===== src/rtl/button_gesture.sv =====
// button_gesture: turns debounced button level/pulses into click, double, long and repeat strobes.
// Optional auto-repeat while held long is built only when BUTTON_GESTURE_AUTO_REPEAT_EN is defined.

// state  | meaning
// IDLE   | no gesture in progress
// PRESS1 | first press held, timing LONG_MS
// WAIT2  | first press released, timing DBL_MS for a second press
// PRESS2 | second press held, timing LONG_MS
// LONG   | long press reported, waiting for release (and repeating, if built)
module button_gesture #(
  parameter int TICK_DIV  = 50000,
  parameter int LONG_MS   = 800,
  parameter int DBL_MS    = 300,
  parameter int REPEAT_MS = 150
) (
  input  logic       clk,
  input  logic       rst_n,
  input  logic       btn_state,
  input  logic       btn_down,
  input  logic       btn_up,
  output logic       evt_valid,
  output logic [1:0] evt_code,
  output logic       busy
);

  typedef enum logic [2:0] {IDLE, PRESS1, WAIT2, PRESS2, LONG} state_t;

  localparam logic [15:0] DIV_END  = 16'(TICK_DIV - 1);
  localparam logic [15:0] LONG_END = 16'(LONG_MS - 1);
  localparam logic [15:0] DBL_END  = 16'(DBL_MS - 1);

  if (TICK_DIV < 2 || TICK_DIV > 65535 || LONG_MS < 1 || LONG_MS > 65535 ||
      DBL_MS < 1 || DBL_MS > 65535 || REPEAT_MS < 1 || REPEAT_MS > 65535) begin : g_bad_param
    $error("button_gesture: parameter out of range");
  end

  state_t      state;
  logic [15:0] pre;
  logic [15:0] tcnt;
  logic [15:0] tcnt_inc;
  logic        tick;
  logic        fire_long;
  logic        fire_dbl;
  logic        release_seen;
  logic        press_seen;

  assign tick         = (pre == DIV_END);
  assign tcnt_inc     = (tick && tcnt != 16'hFFFF) ? tcnt + 16'd1 : tcnt;
  assign fire_long    = tick && (tcnt == LONG_END);
  assign fire_dbl     = tick && (tcnt == DBL_END);
  // a low level while pressed stands in for a lost btn_up pulse
  assign release_seen = btn_up || !btn_state;
  assign press_seen   = btn_down && !btn_up;

`ifdef BUTTON_GESTURE_AUTO_REPEAT_EN
  localparam logic [15:0] REP_END = 16'(REPEAT_MS - 1);
  logic fire_rep;
  assign fire_rep = tick && (tcnt == REP_END);
`endif

  always_ff @(posedge clk or negedge rst_n) begin
    if (!rst_n) begin
      pre <= 16'd0;
    end else if (tick) begin
      pre <= 16'd0;
    end else begin
      pre <= pre + 16'd1;
    end
  end

  always_ff @(posedge clk or negedge rst_n) begin
    if (!rst_n) begin
      state     <= IDLE;
      tcnt      <= 16'd0;
      evt_valid <= 1'b0;
      evt_code  <= 2'b00;
      busy      <= 1'b0;
    end else begin
      evt_valid <= 1'b0;
      tcnt      <= tcnt_inc;
      case (state)
        IDLE: begin
          if (press_seen) begin
            state <= PRESS1;
            tcnt  <= 16'd0;
            busy  <= 1'b1;
          end
        end
        PRESS1: begin
          if (release_seen) begin
            state <= WAIT2;
            tcnt  <= 16'd0;
          end else if (fire_long) begin
            state     <= LONG;
            tcnt      <= 16'd0;
            evt_valid <= 1'b1;
            evt_code  <= 2'b10;
          end
        end
        WAIT2: begin
          // any edge this cycle masks the double-click timeout
          if (press_seen) begin
            state <= PRESS2;
            tcnt  <= 16'd0;
          end else if (fire_dbl && !btn_up && !btn_down) begin
            state     <= IDLE;
            tcnt      <= 16'd0;
            busy      <= 1'b0;
            evt_valid <= 1'b1;
            evt_code  <= 2'b00;
          end
        end
        PRESS2: begin
          if (release_seen) begin
            state     <= IDLE;
            tcnt      <= 16'd0;
            busy      <= 1'b0;
            evt_valid <= 1'b1;
            evt_code  <= 2'b01;
          end else if (fire_long) begin
            state     <= LONG;
            tcnt      <= 16'd0;
            evt_valid <= 1'b1;
            evt_code  <= 2'b10;
          end
        end
        LONG: begin
          if (release_seen) begin
            state <= IDLE;
            tcnt  <= 16'd0;
            busy  <= 1'b0;
          end
`ifdef BUTTON_GESTURE_AUTO_REPEAT_EN
          else if (fire_rep) begin
            tcnt      <= 16'd0;
            evt_valid <= 1'b1;
            evt_code  <= 2'b11;
          end
`endif
        end
        default: begin
          state <= IDLE;
          tcnt  <= 16'd0;
          busy  <= 1'b0;
        end
      endcase
    end
  end

endmodule


===== config.mk =====
export PLATFORM = sky130hd
export DESIGN_NAME = button_gesture
export DESIGN_NICKNAME = d
export VERILOG_FILES = /design/src/rtl/button_gesture.sv
export SDC_FILE = /design/constraint.sdc
export NUM_CORES = 1
export LEC_CHECK = 0
export CORE_UTILIZATION = 45
export DETAILED_ROUTE_END_ITERATION = 8
export PLACE_DENSITY = 0.62
export SLEW_MARGIN = 20
export SYNTH_ARGS = -nofsm -noshare
export SYNTH_HDL_FRONTEND = slang
export SYNTH_SLANG_ARGS = --single-unit

===== constraint.sdc =====
create_clock -name clk -period 3.25 [get_ports clk]
set_clock_uncertainty 0.2 [all_clocks]
set_input_delay 0.8125 -clock clk [delete_from_list [all_inputs] [get_ports clk]]
set_output_delay 0.8125 -clock clk [all_outputs]
set_load 0.02 [all_outputs]

### Word-level counts from Yosys, hierarchy flattened

Index checks and enable logic that the tools add are counted.

* add/sub/neg operators: 2
* eq/ne operators: 15
* multiplexer cells: 34
* bitwise logic cells: 1
* reductions and logical operators: 17

Operator list (count)
* $mux W16: 8
* $pmux W16 S4: 1
* $add A16 B1 Y16 const B: 2
* $mux W3: 7
* $eq A16 B10 Y1 const B: 1
* $eq A16 B16 Y1 const B: 1
* $eq A16 B9 Y1 const B: 1
* $ne A16 B16 Y1 const B: 1
* $pmux W3 S5: 1
* $mux W2: 5
* $ne A2 B2 Y1 const B: 5
* $mux W1: 9
* $eq A3 B2 Y1 const B: 2
* $logic_and A1 B1 Y1: 6
* $pmux W2 S3: 1
* $reduce_and A5 Y1: 1
* $pmux W1 S4: 1
* $reduce_and A4 Y1: 1
* $reduce_or A2 Y1: 2
* $eq A3 B1 Y1 const B: 1
* $eq A3 B3 Y1 const B: 1
* $logic_not A1 Y1: 3
* $logic_not A3 Y1: 1
* $ne A3 B3 Y1 const B: 1
* other kinds (6): 6

* register bits: 39
* output and inout bits: 4

### Logic depth before layout (Yosys ltp)

* depth in word-level cells: 7
* depth in mapped cells: 7
* gate-level depth less buffers: 6

### Least setup slack after synthesis

OpenSTA, ideal clock, no wires.

* path type: input -> register
* start point: input port btn_up
* end point: register tcnt[10]
* data arrival time: 2.265 ns
* required time: 2.931 ns
* slack: 0.667 ns
* stages on the path: 6
* buffers on the path: 1
* cells stage by stage: or4_1 -> or3_4 -> a31oi_1 -> o311a_2 -> buf_6 -> nor2_1

* cells in the longest elaborated chain, start to end: 6
* elaborated cells between the ends (all ways): 11

RTL lines
* from (decl): line 20 `input logic btn_up,`
* $logic_not A1 Y1: line 53, 105
* $logic_and A1 B1 Y1 (2 in series): line 105 `end else if (fire_dbl && !btn_up && !btn_down) begin`
* $mux W16: line 105
* $mux W16: line 102 `if (press_seen) begin`
* $pmux W16 S4 *: line 81 `case (state)`
* to (signal assigned): line 80 `tcnt <= tcnt_inc;`
* to (decl): line 39 `logic [15:0] tcnt;`

Mark *: on every way between the ends. The rest lies on a longest branch, timed or not.
A chain may end at the register's enable or synchronous reset.

### Worst setup path after layout

* start point: input port btn_up
* end point: register tcnt[11]

Same word-level chain as after synthesis.

==> results_dict.tcl <==
set metrics [dict create \
    status "finished, violations left" \
    violations "design-rule violations" \
    yosys.area.top_type_share 0.461 \
    final_cell_mix "39 x dfrtp_1, 36 x nor2_1, 15 x nand2_1, 15 x xnor2_1, 14 x nand3_1" \
    slew_headroom 0.435 \
    track_usage 0.190 \
    cts_max_level 2 \
    peakVddDrop_v 0.000204 \
    cp.arrival_ns 2.83 \
    powerDensity_nw_per_um2 422 \
    antenna_found_initial 0 \
    min_period_ns 2.86 \
    reg2reg_from "pre[5]" \
    hold_viol 0 \
    io_buffers 8 \
    die-area_um2 4990 \
    async_reset_ff_frac 1.00 \
    yosysTopAreaCell "dfrtp_1" \
    cts_num_sinks 39 \
    clkTransAtPathRegs_ns 0.07 \
    clockBufferDepth 2 \
    rows 24 \
    cts_buffers 5 \
    p_total_w 0.000989 \
    die_h_um 70.6 \
    grt_pass1_wl_um 7500 \
    synth-seq-cells 39 \
    root_buffer "clkbuf_8" \
    tritoncts "yes" \
    initial_core_util 0.477 \
    slew_violations 0 \
    dp_hpwl_um 2890 \
    synth.distinct_cells 41 \
    routed-via-count 1642 \
    core_um2 4440 \
    crit_start "btn_up" \
    pin_count 9 \
    syn_nets 237 \
    drive_above_1_share 0.0579 \
    final_nets 248 \
    critPathLaunchType "input port" \
    n_antenna_cell 0 \
    grt_pass1_vias 1604 \
    hold_class "reg -> reg" \
    drt-initial-drc-count 138 \
    drc 3 \
    worstHoldPathCells 1 \
    chipWidth_um 70.6 \
    worstHoldStart "pre[0]" \
    worstPathMaxFanout 16 \
    tns_ns 0 \
    critPathCaptureType "flip-flop" \
    ant_nets 0 \
    grt_max_degree 40 \
    syn_to_final_growth_pct 10.7 \
    worstPathRequired_ns 3.22 \
    rr_worst_depth 6 \
    worstMarginPinSlew_ns 0.848 \
    r2r-end "tcnt[11]" \
    rsz0062_at_grt "false" \
    ys_seq_area_frac 0.461 \
    worstHoldEndpoint "pre[0]" \
    cts_resized 0 \
    post-route-period-util 0.881 \
    gp_routability_congestion 0.812 \
    yosys_warnings 0 \
    p_leak_nw 0.971 \
    critPathKind "in -> reg" \
    post_cts_buffers 0 \
    clk_latency_ns 0.29 \
    maxCapViolations 0 \
    fmax_mhz 349 \
    drt_wl_total_um 4280 \
    grt_overflow 0 \
    finalSetupViolCount 0 \
    wire_per_inst_um 14.6 \
    avgSynthCellArea_um2 9.21 \
    synth_enable_flop_cells 0 \
    netlist_instances 230 \
    layout_commonest_cell "dfrtp_1" \
    dr.pass1.iters 6 \
    vias_per_cell 5.59 \
    holdBufCountCts 0 \
    worst-r2r-setup-slack_ns 0.77 \
    syn_area_um2 2120 \
    synth_area_leaders "dfrtp_1 46%, nor2_1 6.4%, xnor2_1 6.2%" \
    synthFlopType "dfrtp_1" \
]
critical path: stages:
cell	delay, ns
clkdlybuf4s50_1	0.46
or4_1	0.50
or3_4	0.39
a31oi_1	0.17
o311a_2	0.41
nor2_1	0.09
sequential cells by signal (all words and copies together), names as in the netlist:
signal and flops:
busy 1, evt_code 2, evt_valid 1, pre 16, state 3, tcnt 16
area by class of cell:
cell class | instances | area, um^2
multi-input combinational | 179 | 1090
sequential | 39 | 976
inverter | 5 | 18.8
fill | 431 | 2100
clock buffer | 8 | 100
timing repair buffer | 11 | 97.6
tap | 52 | 65.1
cell families (layout without fill, tap and decap cells):
kind of cell	Yosys count	in the layout	share of synthesized area
xor+xnor	28	28	0.116
simple gates	121	121	0.300
buf+inv	12	24	0.0260
fa+ha+maj	2	2	0.0118
compound gates	28	28	0.0856
flops	39	39	0.461
report_power, final:
part | switching, W | total, W | internal (W)
logic | 0.0000719 | 0.000114 | 0.0000425
registers | 0.0000185 | 0.000512 | 0.000494
clock network | 0.000169 | 0.000362 | 0.000194
total | 0.000259 | 0.000989 | 0.000730
worst max path at each step:
| stage | slack, ns | depth (start not counted) | to |
|---|---|---|---|
| after floorplan | 0.67 | 6 | tcnt[10] |
| after global placement | 0.09 | 6 | tcnt[0] |
| after detailed placement | 0.05 | 6 | tcnt[13] |
| after CTS | 0.37 | 6 | tcnt[11] |
| after global routing | 0.26 | 6 | tcnt[10] |
| final | 0.39 | 6 | tcnt[11] |
metrics by stage:
step / std cells / area [um^2] / setup slack, ns / utilization / hold slack, ns
after detailed placement: 286 / 2240 / 0.0546 / 0.505 / 0.279
after global placement: 286 / 2240 / 0.0942 / 0.505 / 0.277
after floorplan: 230 / 2120 / 0.667 / - / 0.255
after CTS: 294 / 2340 / 0.374 / 0.528 / 0.289
final: 294 / 2340 / 0.386 / 0.528 / 0.285
after global routing: 294 / 2340 / 0.261 / 0.528 / 0.309
cells in the mapped netlist (all sizes together), types with 3 or more instances:
| master | count |
|---|---|
| dfrtp | 39 |
| nor2 | 36 |
| nand2 | 15 |
| xnor2 | 15 |
| nand3 | 14 |
| xor2 | 13 |
| nor3 | 12 |
| a21oi | 10 |
| nand4 | 8 |
| inv | 5 |
| nor4 | 5 |
| nor4b | 5 |
| and3 | 4 |
| clkbuf | 4 |
| nor3b | 4 |
| o21ai | 4 |
| buf | 3 |
| nor2b | 3 |
| or4 | 3 |
layer usage:
| metal | global-route usage | vias to the layer above | wire length, um |
|---|---|---|---|
| li1 | - | 838 | - |
| met1 | 0.261 | 789 | 2270 |
| met2 | 0.300 | 11 | 1890 |
| met3 | 0.0470 | 4 | 88 |
| met4 | 0.0600 | 0 | 40 |
| met5 | 0 | - | 0 |
No activity file was read; power rests on OpenSTA's default activity.
